===== src/rtl/ctrl_payload_tx.sv =====
// ctrl_payload_tx: packetiser emitting a UDP header, a 6-byte app header and big-endian out-RAM words
//   start, exec_len/seq/err, dest_ip, src_port, dest_port: command, sampled on start while idle
//   ram_addr, ram_rd, ram_q: out-RAM read port with 1-cycle read latency
//   udp_hdr_*, udp_ip_dest_ip, udp_source_port, udp_dest_port, udp_length: UDP header handshake
//   udp_payload_axis_*: payload byte stream; busy, done: status
module ctrl_payload_tx #(
  parameter int ADDR_WIDTH    = 10,
  parameter int APP_HDR_BYTES = 6
) (
  input  logic                  clk,
  input  logic                  rst_n,
  input  logic                  start,
  input  logic [ADDR_WIDTH:0]   exec_len,
  input  logic [15:0]           exec_seq,
  input  logic                  exec_err,
  input  logic [31:0]           dest_ip,
  input  logic [15:0]           src_port,
  input  logic [15:0]           dest_port,
  output logic [ADDR_WIDTH-1:0] ram_addr,
  output logic                  ram_rd,
  input  logic [15:0]           ram_q,
  output logic                  udp_hdr_valid,
  input  logic                  udp_hdr_ready,
  output logic [31:0]           udp_ip_dest_ip,
  output logic [15:0]           udp_source_port,
  output logic [15:0]           udp_dest_port,
  output logic [15:0]           udp_length,
  output logic [7:0]            udp_payload_axis_tdata,
  output logic                  udp_payload_axis_tvalid,
  input  logic                  udp_payload_axis_tready,
  output logic                  udp_payload_axis_tlast,
  output logic                  busy,
  output logic                  done
);
  typedef enum logic [1:0] {IDLE, UHDR, AHDR, DATA} state_t;
  localparam logic [ADDR_WIDTH:0] MAX_LEN = {1'b1, {ADDR_WIDTH{1'b0}}};
  localparam logic [ADDR_WIDTH:0] ONE = {{ADDR_WIDTH{1'b0}}, 1'b1};
  localparam logic [2:0] HB = 3'(APP_HDR_BYTES);
  localparam logic [2:0] HL = 3'(APP_HDR_BYTES - 1);
  state_t state;
  logic [15:0] seq, buf0, buf1, len16;
  logic err, lo, inflight, load, fire, push, pop, have_word, issue;
  logic [ADDR_WIDTH:0] len, len_in, rcnt, wcnt;
  logic [2:0] hcnt;
  logic [1:0] cnt, cnt_next;
  logic [7:0] hbyte;
  assign len_in = exec_len > MAX_LEN ? MAX_LEN : exec_len;
  assign len16 = 16'(len);
  assign load = !udp_payload_axis_tvalid || udp_payload_axis_tready;
  assign fire = udp_payload_axis_tvalid && udp_payload_axis_tready;
  // a read issued last cycle returns its word this cycle
  assign push = inflight;
  assign have_word = state == DATA && cnt != 2'd0 && wcnt != len;
  assign pop = load && have_word && lo;
  assign cnt_next = cnt + 2'(push) - 2'(pop);
  // buffered words plus words in flight never exceed the two skid slots
  assign issue = (state == AHDR || state == DATA) && rcnt != len && ({1'b0, cnt_next} + 3'(ram_rd)) < 3'd2;
  always_comb hbyte = hcnt == 3'd0 ? seq[15:8] : hcnt == 3'd1 ? seq[7:0] : hcnt == 3'd2 ? {7'b0, err} :
                      hcnt == 3'd3 ? 8'h00 : hcnt == 3'd4 ? len16[15:8] : len16[7:0];
  always_ff @(posedge clk or negedge rst_n) begin
    if (!rst_n) begin
      state <= IDLE;
      seq <= '0;
      err <= 1'b0;
      len <= '0;
      rcnt <= '0;
      wcnt <= '0;
      hcnt <= '0;
      lo <= 1'b0;
      inflight <= 1'b0;
      cnt <= '0;
      buf0 <= '0;
      buf1 <= '0;
      ram_addr <= '0;
      ram_rd <= 1'b0;
      udp_hdr_valid <= 1'b0;
      udp_ip_dest_ip <= '0;
      udp_source_port <= '0;
      udp_dest_port <= '0;
      udp_length <= '0;
      udp_payload_axis_tdata <= '0;
      udp_payload_axis_tvalid <= 1'b0;
      udp_payload_axis_tlast <= 1'b0;
      busy <= 1'b0;
      done <= 1'b0;
    end else begin
      done <= 1'b0;
      inflight <= ram_rd;
      cnt <= cnt_next;
      if (pop) buf0 <= buf1;
      if (push) begin
        if (cnt == 2'(pop)) buf0 <= ram_q;
        else buf1 <= ram_q;
      end
      ram_rd <= issue;
      if (issue) begin
        ram_addr <= rcnt[ADDR_WIDTH-1:0];
        rcnt <= rcnt + ONE;
      end
      case (state)
        IDLE: if (start) begin
          seq <= exec_seq;
          err <= exec_err;
          len <= len_in;
          udp_ip_dest_ip <= dest_ip;
          udp_source_port <= src_port;
          udp_dest_port <= dest_port;
          udp_length <= 16'd14 + 16'({len_in, 1'b0});
          hcnt <= '0;
          wcnt <= '0;
          rcnt <= '0;
          lo <= 1'b0;
          busy <= 1'b1;
          udp_hdr_valid <= 1'b1;
          state <= UHDR;
        end
        UHDR: if (udp_hdr_ready) begin
          udp_hdr_valid <= 1'b0;
          state <= AHDR;
        end
        AHDR: if (load && hcnt != HB) begin
          udp_payload_axis_tvalid <= 1'b1;
          udp_payload_axis_tdata <= hbyte;
          udp_payload_axis_tlast <= hcnt == HL && len == '0;
          hcnt <= hcnt + 3'd1;
          if (hcnt == HL && len != '0) state <= DATA;
        end
        DATA: if (load) begin
          udp_payload_axis_tvalid <= have_word;
          if (have_word) begin
            udp_payload_axis_tdata <= lo ? buf0[7:0] : buf0[15:8];
            udp_payload_axis_tlast <= lo && wcnt == len - ONE;
            lo <= !lo;
            if (lo) wcnt <= wcnt + ONE;
          end
        end
        default: state <= IDLE;
      endcase
      if (fire && udp_payload_axis_tlast) begin
        state <= IDLE;
        udp_payload_axis_tvalid <= 1'b0;
        udp_payload_axis_tlast <= 1'b0;
        busy <= 1'b0;
        done <= 1'b1;
      end
    end
  end
  skid_no_overflow: assert property (@(posedge clk) disable iff (!rst_n)
    ({1'b0, cnt} + 3'(inflight) + 3'(ram_rd)) <= 3'd2);
endmodule

===== config.mk =====
export PLATFORM = sky130hd
export DESIGN_NAME = ctrl_payload_tx
export DESIGN_NICKNAME = d
export VERILOG_FILES = /design/src/rtl/ctrl_payload_tx.sv
export SDC_FILE = /design/constraint.sdc
export NUM_CORES = 1
export LEC_CHECK = 0
export BUFFER_PORTS_ARGS = -buffer_cell sky130_fd_sc_hd__buf_4
export CAP_MARGIN = 40
export CORE_ASPECT_RATIO = 1.5
export CORE_MARGIN = 3
export CORE_UTILIZATION = 25
export DETAILED_ROUTE_END_ITERATION = 8
export PLACE_DENSITY_LB_ADDON = 0.12
export SLEW_MARGIN = 20
export SYNTH_ARGS = -nofsm -noshare
export SYNTH_HDL_FRONTEND = slang
export SYNTH_SLANG_ARGS = --single-unit

===== constraint.sdc =====
create_clock -name clk -period 3.35 [get_ports clk]
set_input_delay 0.1675 -clock clk [delete_from_list [all_inputs] [get_ports clk]]
set_output_delay 0.1675 -clock clk [all_outputs]
set_load 0.02 [all_outputs]

==> run metrics, run 1 <==
status finished, final reports clean; Max-Cap Viols 0; crit share post-route 0.9670; final setup vio count 0; area share of fa/ha/maj cells after synthesis 0.02187; first-pass GRT wire length roughly 45000 um; fraction of layout cells with a size suffix above 1 0.2620; Register-to-Register Path Depth 16; Crit Path Category flop to flop; Die Area just under 40000 um2; worst relative slew slack 0.4600; Critical Path RT ~3.7 ns; largest cells by area after synthesis dfrtp_1 52%, nand2_1 14%, mux2_2 3.9%; Netlist cell types 58; Nets about 1400; Final Max Slew Viols 0; wire per inst about 16 um; Starting Density 0.2539; GRT Residual Overflow 0; initial antenna violation count 0; setup_tns 0 ns; Vias 7946; RSZ-0062 raised after global routing yes; first-pass detailed-route iteration total 5; area delta synth->final 43.56%; PwrDens 868.7 nW/um2; Mapped Area between 9000 and 10000 um2; Detail Route Antenna Nets 0; Hold Vio Cnt, Final 0; asr flop ratio synth 1.000; Iteration-0 DRC Markers 289; f_max 308.7 MHz; Synth Area in Compound Gates 0.09826; largest net degree at the start of global routing around 110; Root Buffer clkbuf_16; Top FF cell, synth dfrtp_1; leakage power about 0.0064 uW; IO Pins between 200 and 250; vias in the first global route just over 8000; Clock Latency Late Sink ~0.46 ns; maximum vdd drop approximately 0.40 mV; Chip Height around 240 um; Inserted Diodes 0; PnR worst setup slack 0.1105 ns; # rows 85; synthesized-area fraction occupied by and/or/nand/nor cells 0.2162; final core utilization 0.3645; DP HPWL approximately 20000 um; Inserted Clock Buffers 17; CP endpoint kind flop; Synth area leader dfrtp_1; Syn Inst Count 994; synthesized-area fraction occupied by xor and xnor cells 0.04291; Port Buffers about 210; sequential area share after synthesis 0.5221; Clock Skews 0.01515 ns; Post-Route WL around 29000 um; routed vias/inst around 4.4; Clock transition at path regs 0.07 ns; CTS tree built; core area around 36000 um2; GRT Total Usage 0.1472; Post-synth EDFFs 0; Crit Path Max Fanout 5; clock sinks between 150 and 200; slew at the pin with the worst max-slew slack between 0.8 and 0.9 ns; Filler Cell Count 3652; worst slack at placement 0.1212 ns; Mapped Avg Cell Area 9.210 um2; critical path arrival between 3 and 4 ns; GP Congestion 0.7898; largest family of logic cells by synthesized area simple AND/OR/NAND/NOR gates; Critical Path Source Type flop; Synth top area share 0.5221; min-delay worst type input pin to flop; post-layout power about 11000 uW; Die Width 162.2 um; hold path cells 3; yosys warns 0; clk buf depth 2; H-Tree Depth 4; # DRC 0; post-synthesis mux area share 0.05576; synthesized flop and latch total roughly 190; Final Critical Period 3.240 ns
==> final timing paths <==
kind | from | end | slack, ns
max in group asynchronous | rst_n | udp_payload_axis_tdata[7] | 2.30
worst min register to register | ram_rd | inflight | 0.46
worst max register to register | wcnt[0] | rcnt[5] | 0.11
worst min-delay path | exec_len[3] | len[3] | 0.05
min in group asynchronous | rst_n | udp_source_port[8] | 0.21
worst max-delay path | wcnt[0] | rcnt[5] | 0.11
==> registers in the layout, indices dropped and copies added (netlist names), 2 cells and up <==
| register | flops |
|---|---|
| seq | 16 |
| buf1 | 16 |
| state | 2 |
| cnt | 2 |
| rcnt | 11 |
| udp_ip_dest_ip | 32 |
| len | 11 |
| wcnt | 11 |
| ram_addr | 10 |
| buf0 | 16 |
| udp_dest_port | 16 |
| udp_source_port | 16 |
| udp_length | 12 |
| udp_payload_axis_tdata | 8 |
| hcnt | 3 |
==> stage by stage <==
step           hold slack, ns  cells  cell area [um2]
6_report              0.04562   1795            13140
5_1_grt               0.04834   1795            13140
4_1_cts               0.01966   1793            13070
3_5_place_dp           0.1409   1660            11470
3_3_place_gp           0.1407   1660            11470
2_1_floorplan         -0.1281    997             9283
==> final cells by class <==
type / instances / area (um2) / area share
sequential: 191 / 4782 / 0.3639
inverter: 22 / 85.08 / 0.006474
clock buffer: 18 / 439.2 / 0.03342
tap: 478 / 598.1 / 0.04551
timing repair buffer: 351 / 2944 / 0.2240
clock inverter: 14 / 147.6 / 0.01123
multi-input combinational: 721 / 4146 / 0.3155
==> kinds of logic after synthesis <==
family / after synthesis
and+or+nand+nor: 477
DFF: 191
AOI/OAI and AO/OA: 133
buffers and inverters: 85
muxes: 47
xor gates and xnor gates: 44
adders and majority gates: 16
other: 1
==> worst max-delay path, stage by stage (launching register included) <==
cell,delay [ns]
dfrtp_2,0.45
xnor2_2,0.18
nand2_1,0.09
or4_4,0.55
nand3_4,0.11
inv_4,0.04
ha_4,0.26
inv_2,0.04
ha_4,0.16
xnor2_4,0.14
xnor2_2,0.15
a211oi_2,0.29
buf_4,0.21
buf_4,0.12
nand4_1,0.09
xor2_1,0.16
nor2_1,0.06
==> cell usage in the layout (no fill, tap or decap), drive strengths merged, types with 3 or more instances in the layout <==
cell type / n
inv: 26
or3: 3
conb: 4
xor2: 23
o211ai: 3
dfrtp: 191
nor4: 6
mux2i: 15
mux2: 32
nor2b: 4
nand2b: 3
clkinv: 5
clkbuf: 19
nor3: 10
and2: 6
dlygate4sd3: 101
and3: 6
nor2: 52
a21oi: 16
ha: 16
o22ai: 3
a211oi: 4
xnor2: 21
nand3b: 3
o31ai: 8
a31oi: 23
buf: 249
o21bai: 3
or4: 6
nand3: 12
o21ai: 48
a22o: 7
o21a: 4
clkinvlp: 4
nand2: 351
nand4: 8
a21o: 3
==> power breakdown <==
part | switching (uW) | internal [uW]
registers | 621 | 3270
logic | 3100 | 2330
clock network | 1020 | 1070
total | 4740 | 6670
==> routing by layer <==
metal	track usage	wire, um	vias to the layer above
met2	0.2562	14970	191
met1	0.1776	11700	3828
met4	0.04475	406	0
li1	-	-	3905
met5	0	0	-
met3	0.03912	1727	22
==> Yosys cell counts, types with 3 or more instances <==
master / number
buf_4: 5
o31ai_1: 7
nand2b_1: 3
xnor2_1: 20
mux2i_1: 15
o21ai_1: 4
mux2_2: 32
and3_1: 6
o21ai_0: 44
nand3b_1: 3
or4_1: 6
ha_1: 16
nor2b_1: 4
o21a_1: 4
clkbuf_1: 39
o211ai_1: 3
nand2_1: 351
nor3_1: 10
o21bai_1: 3
buf_1: 3
or3_1: 3
nor4_1: 6
inv_1: 18
a21oi_1: 11
and2_1: 6
dfrtp_1: 191
a21oi_2: 5
buf_2: 11
buf_6: 5
nand3_1: 11
nand4_1: 8
a31oi_1: 21
xor2_1: 23
nor2_1: 52
a22o_1: 7
o22ai_1: 3
a211oi_1: 3
a21o_1: 3
==> repair_timing <==
action                     CTS  global route
hold endpoints to repair   160             0
setup buffers                0             2
resized for setup            0             9
setup endpoints to repair    0            13
hold buffers               101             0
No activity file was read; power rests on OpenSTA's default activity.
==> inputs of run 2 (changes only) <==
BUFFER_PORTS_ARGS = -buffer_cell sky130_fd_sc_hd__buf_2   (was -buffer_cell sky130_fd_sc_hd__buf_4)
==> run metrics, run 2 (same netlist as run 1, synthesis figures left out) <==
critical path launch point len[6]; Reg2Reg Capture Point rcnt[4]; Max-Cap Viols 0; Clock transition at path regs about 0.070 ns; worst relative slew slack 0.4878; Post-Route WL 28350 um; Inserted Clock Buffers 17; Crit Path Category flop to flop; Critical Path Sink rcnt[4]; commonest non-fill, non-tap cells in the layout 350 x nand2_1, 211 x buf_2, 190 x dfrtp_1, 103 x dlygate4sd3_1, 52 x nor2_1; first-pass detailed-route iteration total 5; Chip Height 240.4 um; final cell count without fillers approximately 1800; Inserted Diodes 0; Filler Cell Count roughly 3800; Hold Vio Cnt, Final 0; clock sinks 191; # DRC 0; CP endpoint kind flop; RSZ-0062 raised after global routing yes; GP Congestion between 0.7 and 0.8; Critical Path Source Type flop; Clock Latency Late Sink approximately 0.46 ns; Detail Route Antenna Nets 0; # rows between 80 and 90; Final Critical Period around 3.3 ns; Starting Density 0.2539; wire per inst 15.73 um; Clock Skews 0.009714 ns; vias in the first global route approximately 8400; PwrDens about 870 nW/um2; sequential power share 0.350; Combinational Power Share 0.466; Die Width 162.2 um; worst reg-to-reg setup slack between 0.08 and 0.09 ns; PnR worst setup slack 0.08095 ns; Port Buffers 212; post-layout power 11010 uW; largest net degree at the start of global routing about 120; switching power approximately 4700 uW; min-delay worst type input pin to flop; fraction of layout cells with a size suffix above 1 0.2628; Final Max Slew Viols 0; core area 36050 um2; Register-to-Register Path Depth 15; GRT Residual Overflow 0; Largest Register udp_ip_dest_ip; maximum vdd drop between 0.3 and 0.4 mV; CTS tree built; initial antenna violation count 0; clock share of power 0.184; final setup vio count 0; crit share post-route 0.9758; f_max roughly 310 MHz; DP HPWL around 20000 um; clk buf depth 2; routed vias/inst ~4.4; Net Sw Frac 0.4284; Critical Path RT between 3 and 4 ns; Pint ~6300 uW; worst slack at placement roughly 0.07 ns; status finished, final reports clean; leakage power roughly 0.0062 uW; slew at the pin with the worst max-slew slack 0.7683 ns; area delta synth->final 37.91%; critical path arrival around 3.7 ns; Die Area between 30000 and 40000 um2; setup_tns 0 ns; Crit Path Max Fanout 5; worst r2r src len[6]; Root Buffer clkbuf_16; Iteration-0 DRC Markers around 260; GRT Total Usage 0.1482; Nets ~1400; IO Pins roughly 220; hold wc startpoint exec_len[5]; first-pass GRT wire length roughly 45000 um; Vias about 7900; max reg flops 32; H-Tree Depth 4; commonest non-fill, non-tap cell in the layout nand2_1; WHS 0.04070 ns; placed insts around 1700
run 2: cell count changes in the layout (fill, tap and decap cells not counted), sizes merged:
cell	before	now
clkinv	5	6
clkbuf	19	18
clkinvlp	4	2
bufinv	1	0
dlygate4sd3	101	103
buf	249	254
inv	26	29
run 2: what timing repair did:
action | in CTS | in global routing
buffers inserted | 0 | 5
endpoints found under the setup margin | 0 | 19
hold buffers | 103 | 0
gates resized for setup | 0 | 7
endpoints found under the hold margin | 200 | 0
run 2: how the worst min path moves through the flow:
stage,slack [ns],to,cells after the start
finish,0.04,len[5],3
global route,0.04,len[5],3
CTS,0.007,len[5],3
detailed placement,0.29,udp_source_port[11],1
global placement,0.28,udp_source_port[8],1
floorplan,-0.13,buf0[0],0
run 2: power groups by stage:
| stage | clock network (uW) | logic [uW] | registers [uW] |
|---|---|---|---|
| 2_1_floorplan | 0 | 2810 | 4400 |
| 5_1_grt | 2190 | 5740 | 3990 |
| 3_3_place_gp | 0 | 5040 | 3880 |
| 3_5_place_dp | 0 | 5060 | 3890 |
| 6_report | 2020 | 5130 | 3860 |
| 4_1_cts | 2120 | 5160 | 3870 |
run 2: metrics by stage:
| step | area [um2] | utilization |
|---|---|---|
| floorplan | 9283 | - |
| global placement | 10950 | 0.3036 |
| detailed placement | 10950 | 0.3036 |
| CTS | 12540 | 0.3479 |
| global route | 12630 | 0.3502 |
| finish | 12630 | 0.3502 |
run 2: worst max-delay path, cell delays in order, from the launching register on:
cell	delay, ns
dfrtp_1	0.41
xnor2_2	0.22
nand4_1	0.14
or4_4	0.53
nand3_4	0.11
inv_4	0.04
ha_4	0.26
inv_2	0.04
ha_4	0.17
xnor2_4	0.14
xnor2_2	0.15
a211oi_2	0.29
buf_4	0.20
nand3_2	0.13
nor4_4	0.23
o21bai_1	0.13
run 2: final cells by class:
type | count | area (um2) | share of cell area
clock buffers | 17 | 425.4 | 0.03369
repair buffers | 358 | 2465 | 0.1952
clock inverters | 15 | 140.1 | 0.01110
flip-flops and latches | 191 | 4781 | 0.3787
inverters | 22 | 85.08 | 0.006739
multi-input cells | 721 | 4131 | 0.3272
well taps | 478 | 598.1 | 0.04737
run 2: per-layer routing:
layer,GRT usage,share of wire,vias up
met5,0,0,-
met1,0.1730,0.41,3742
li1,-,-,3904
met4,0.05018,0.019,0
met3,0.03757,0.051,33
met2,0.2635,0.52,185
==> inputs of run 3 (changes only) <==
--- a/config.mk
+++ b/config.mk
@@ -7,5 +7,4 @@
 export LEC_CHECK = 0
 export BUFFER_PORTS_ARGS = -buffer_cell sky130_fd_sc_hd__buf_2
-export CAP_MARGIN = 40
 export CORE_ASPECT_RATIO = 1.5
 export CORE_MARGIN = 3
==> constraint.sdc (replaced) <==
create_clock -name clk -period 3.35 [get_ports clk]
set_input_delay 0.335 -clock clk [delete_from_list [all_inputs] [get_ports clk]]
set_output_delay 0.335 -clock clk [all_outputs]
set_load 0.02 [all_outputs]
==> run metrics, run 3 (same netlist as run 1, synthesis figures left out) <==
status finished, final reports clean; crit share post-route 0.9607; Vias approximately 7500; Clock Latency Late Sink 0.45 ns; first-pass detailed-route iteration total 4; Final Critical Period ~3.2 ns; slew at the pin with the worst max-slew slack a little under 0.8 ns; Nets 1341; Reg area roughly 4800 um2; Die Area about 39000 um2; initial antenna violation count 1; H-Tree Depth 4; clock sinks about 190; Iteration-0 DRC Markers between 150 and 200; core area between 30000 and 40000 um2; min-delay worst type input pin to flop; commonest non-fill, non-tap cells in the layout 350 x nand2_1, 211 x buf_2, 190 x dfrtp_1, 52 x nor2_1, 44 x o21ai_0; Inserted Clock Buffers 17; WHS 0.05798 ns; vias in the first global route ~7800; Max stage delay on crit path between 0.5 and 0.6 ns; Root Buffer clkbuf_16; Critical Path Source Type flop; Critical Path RT 3.72 ns; GRT Residual Overflow 0; # rows 85; Port Buffers 212; Buf+Inv Stages, Crit Path 3; PwrDens 943.7 nW/um2; final setup vio count 0; IO Pins approximately 220; max reg flops 32; Placed Area between 10000 and 15000 um2; DP HPWL 20040 um; gr busiest metal met2; leakage power 0.005830 uW; Detail Route Antenna Nets 0; GRT Total Usage 0.1456; Crit-path slowest cell or4_4; Starting Density 0.2539; CTS tree built; Hold Vio Cnt, Final 0; routed vias/inst about 4.4; largest net degree at the start of global routing 116; commonest non-fill, non-tap cell in the layout nand2_1; Die Width roughly 160 um; clk buf depth 2; Chip Height 240.4 um; Clock transition at path regs 0.09 ns; Max-Cap Viols 0; Largest Register udp_ip_dest_ip; Top Family by Delay on Critical Path simple AND/OR/NAND/NOR gates; fraction of layout cells with a size suffix above 1 0.2865; critical path arrival between 3 and 4 ns; worst relative slew slack 0.4807; Final Max Slew Viols 0; met3 Track Usage GR 0.03964; Multi-input gate area roughly 4100 um2; maximum vdd drop between 0.3 and 0.4 mV; cell area after layout around 12000 um2; f_max slightly above 300 MHz; Clock Skews 0.01355 ns; Post-Route WL ~28000 um; GP Congestion around 0.77; area delta synth->final 27.02%; RSZ-0062 raised after global routing yes; wire per inst between 15 and 20 um; # DRC 0; Crit Path Max Fanout 5; first-pass GRT wire length between 40000 and 50000 um; met2 usage in global routing 0.2489; met1 usage 0.1801; Filler Cell Count 3834; CP endpoint kind flop; CP Cell Sequence xnor2_2, nand2_1, or4_4, nand3_4, inv_4, ha_4, inv_2, ha_4, xnor2_2, xnor2_1, a211oi_2, buf_4, nand3_2, nor4_2, o21bai_1; Crit Path Category flop to flop
## run 3: cell types whose count changed in the layout (fill, tap and decap cells not counted), moves of 2 or more
| cell | change |
|---|---|
| buf_4 | +4 |
| clkinv_4 | -2 |
| clkinv_8 | +2 |
| dlygate4sd3_1 | -102 |
| inv_6 | +2 |
| inv_8 | -3 |
## run 3: cell type report
type	count	area share
flip-flops and latches	191	0.4111
repair buffers	259	0.1250
clock buffers	17	0.03658
clock inverters	15	0.01474
inverters	22	0.007317
diodes	1	0.0002152
well taps	478	0.05143
multi-input cells	721	0.3536
## run 3: tightest hold or removal path, stage by stage
cell     delay [ns]
buf_2          0.07
nand2_1        0.04
nand2_1        0.04
## run 3: metrics by stage
| stage | setup TNS (ns) | power [uW] | util | instances | worst slack (ns) |
|---|---|---|---|---|---|
| after detailed placement | 0 | 8971 | 0.3041 | 1666 | 0.1136 |
| after global routing | -0.2660 | 11920 | 0.3225 | 1703 | -0.07785 |
| after global placement | 0 | 8930 | 0.3041 | 1666 | 0.1654 |
| after floorplan | -0.6183 | 7205 | - | 997 | -0.05352 |
| after CTS | 0 | 11160 | 0.3209 | 1699 | 0.08800 |
| final | 0 | 10970 | 0.3225 | 1704 | 0.1318 |
## run 3: repair_timing
action,CTS,global route
buffers inserted,0,4
gates resized for setup,0,5
hold buffers,1,0
endpoints found under the hold margin,68,0
endpoints found under the setup margin,0,20
## run 3: per-layer routing
layer	routed length [um]	vias up
li1	-	3719
met1	11860	3591
met2	14200	167
met3	1374	18
met4	360	0
met5	0	-
## run 3: power by group
part	switching [uW]	internal [uW]
logic	3070	1950
clock network	1040	1070
registers	580	3270
total	4690	6280
## run 3: final timing paths
kind	cells past startpoint	slack, ns	from	to
worst max-delay path	15	0.13	wcnt[0]	rcnt[4]
worst min-delay path	3	0.06	dest_ip[30]	udp_ip_dest_ip[30]
worst max register to register	15	0.13	wcnt[0]	rcnt[4]
worst min register to register	0	0.45	ram_rd	inflight
max in group asynchronous	3	2.05	rst_n	udp_hdr_valid
min in group asynchronous	2	0.48	rst_n	udp_source_port[10]
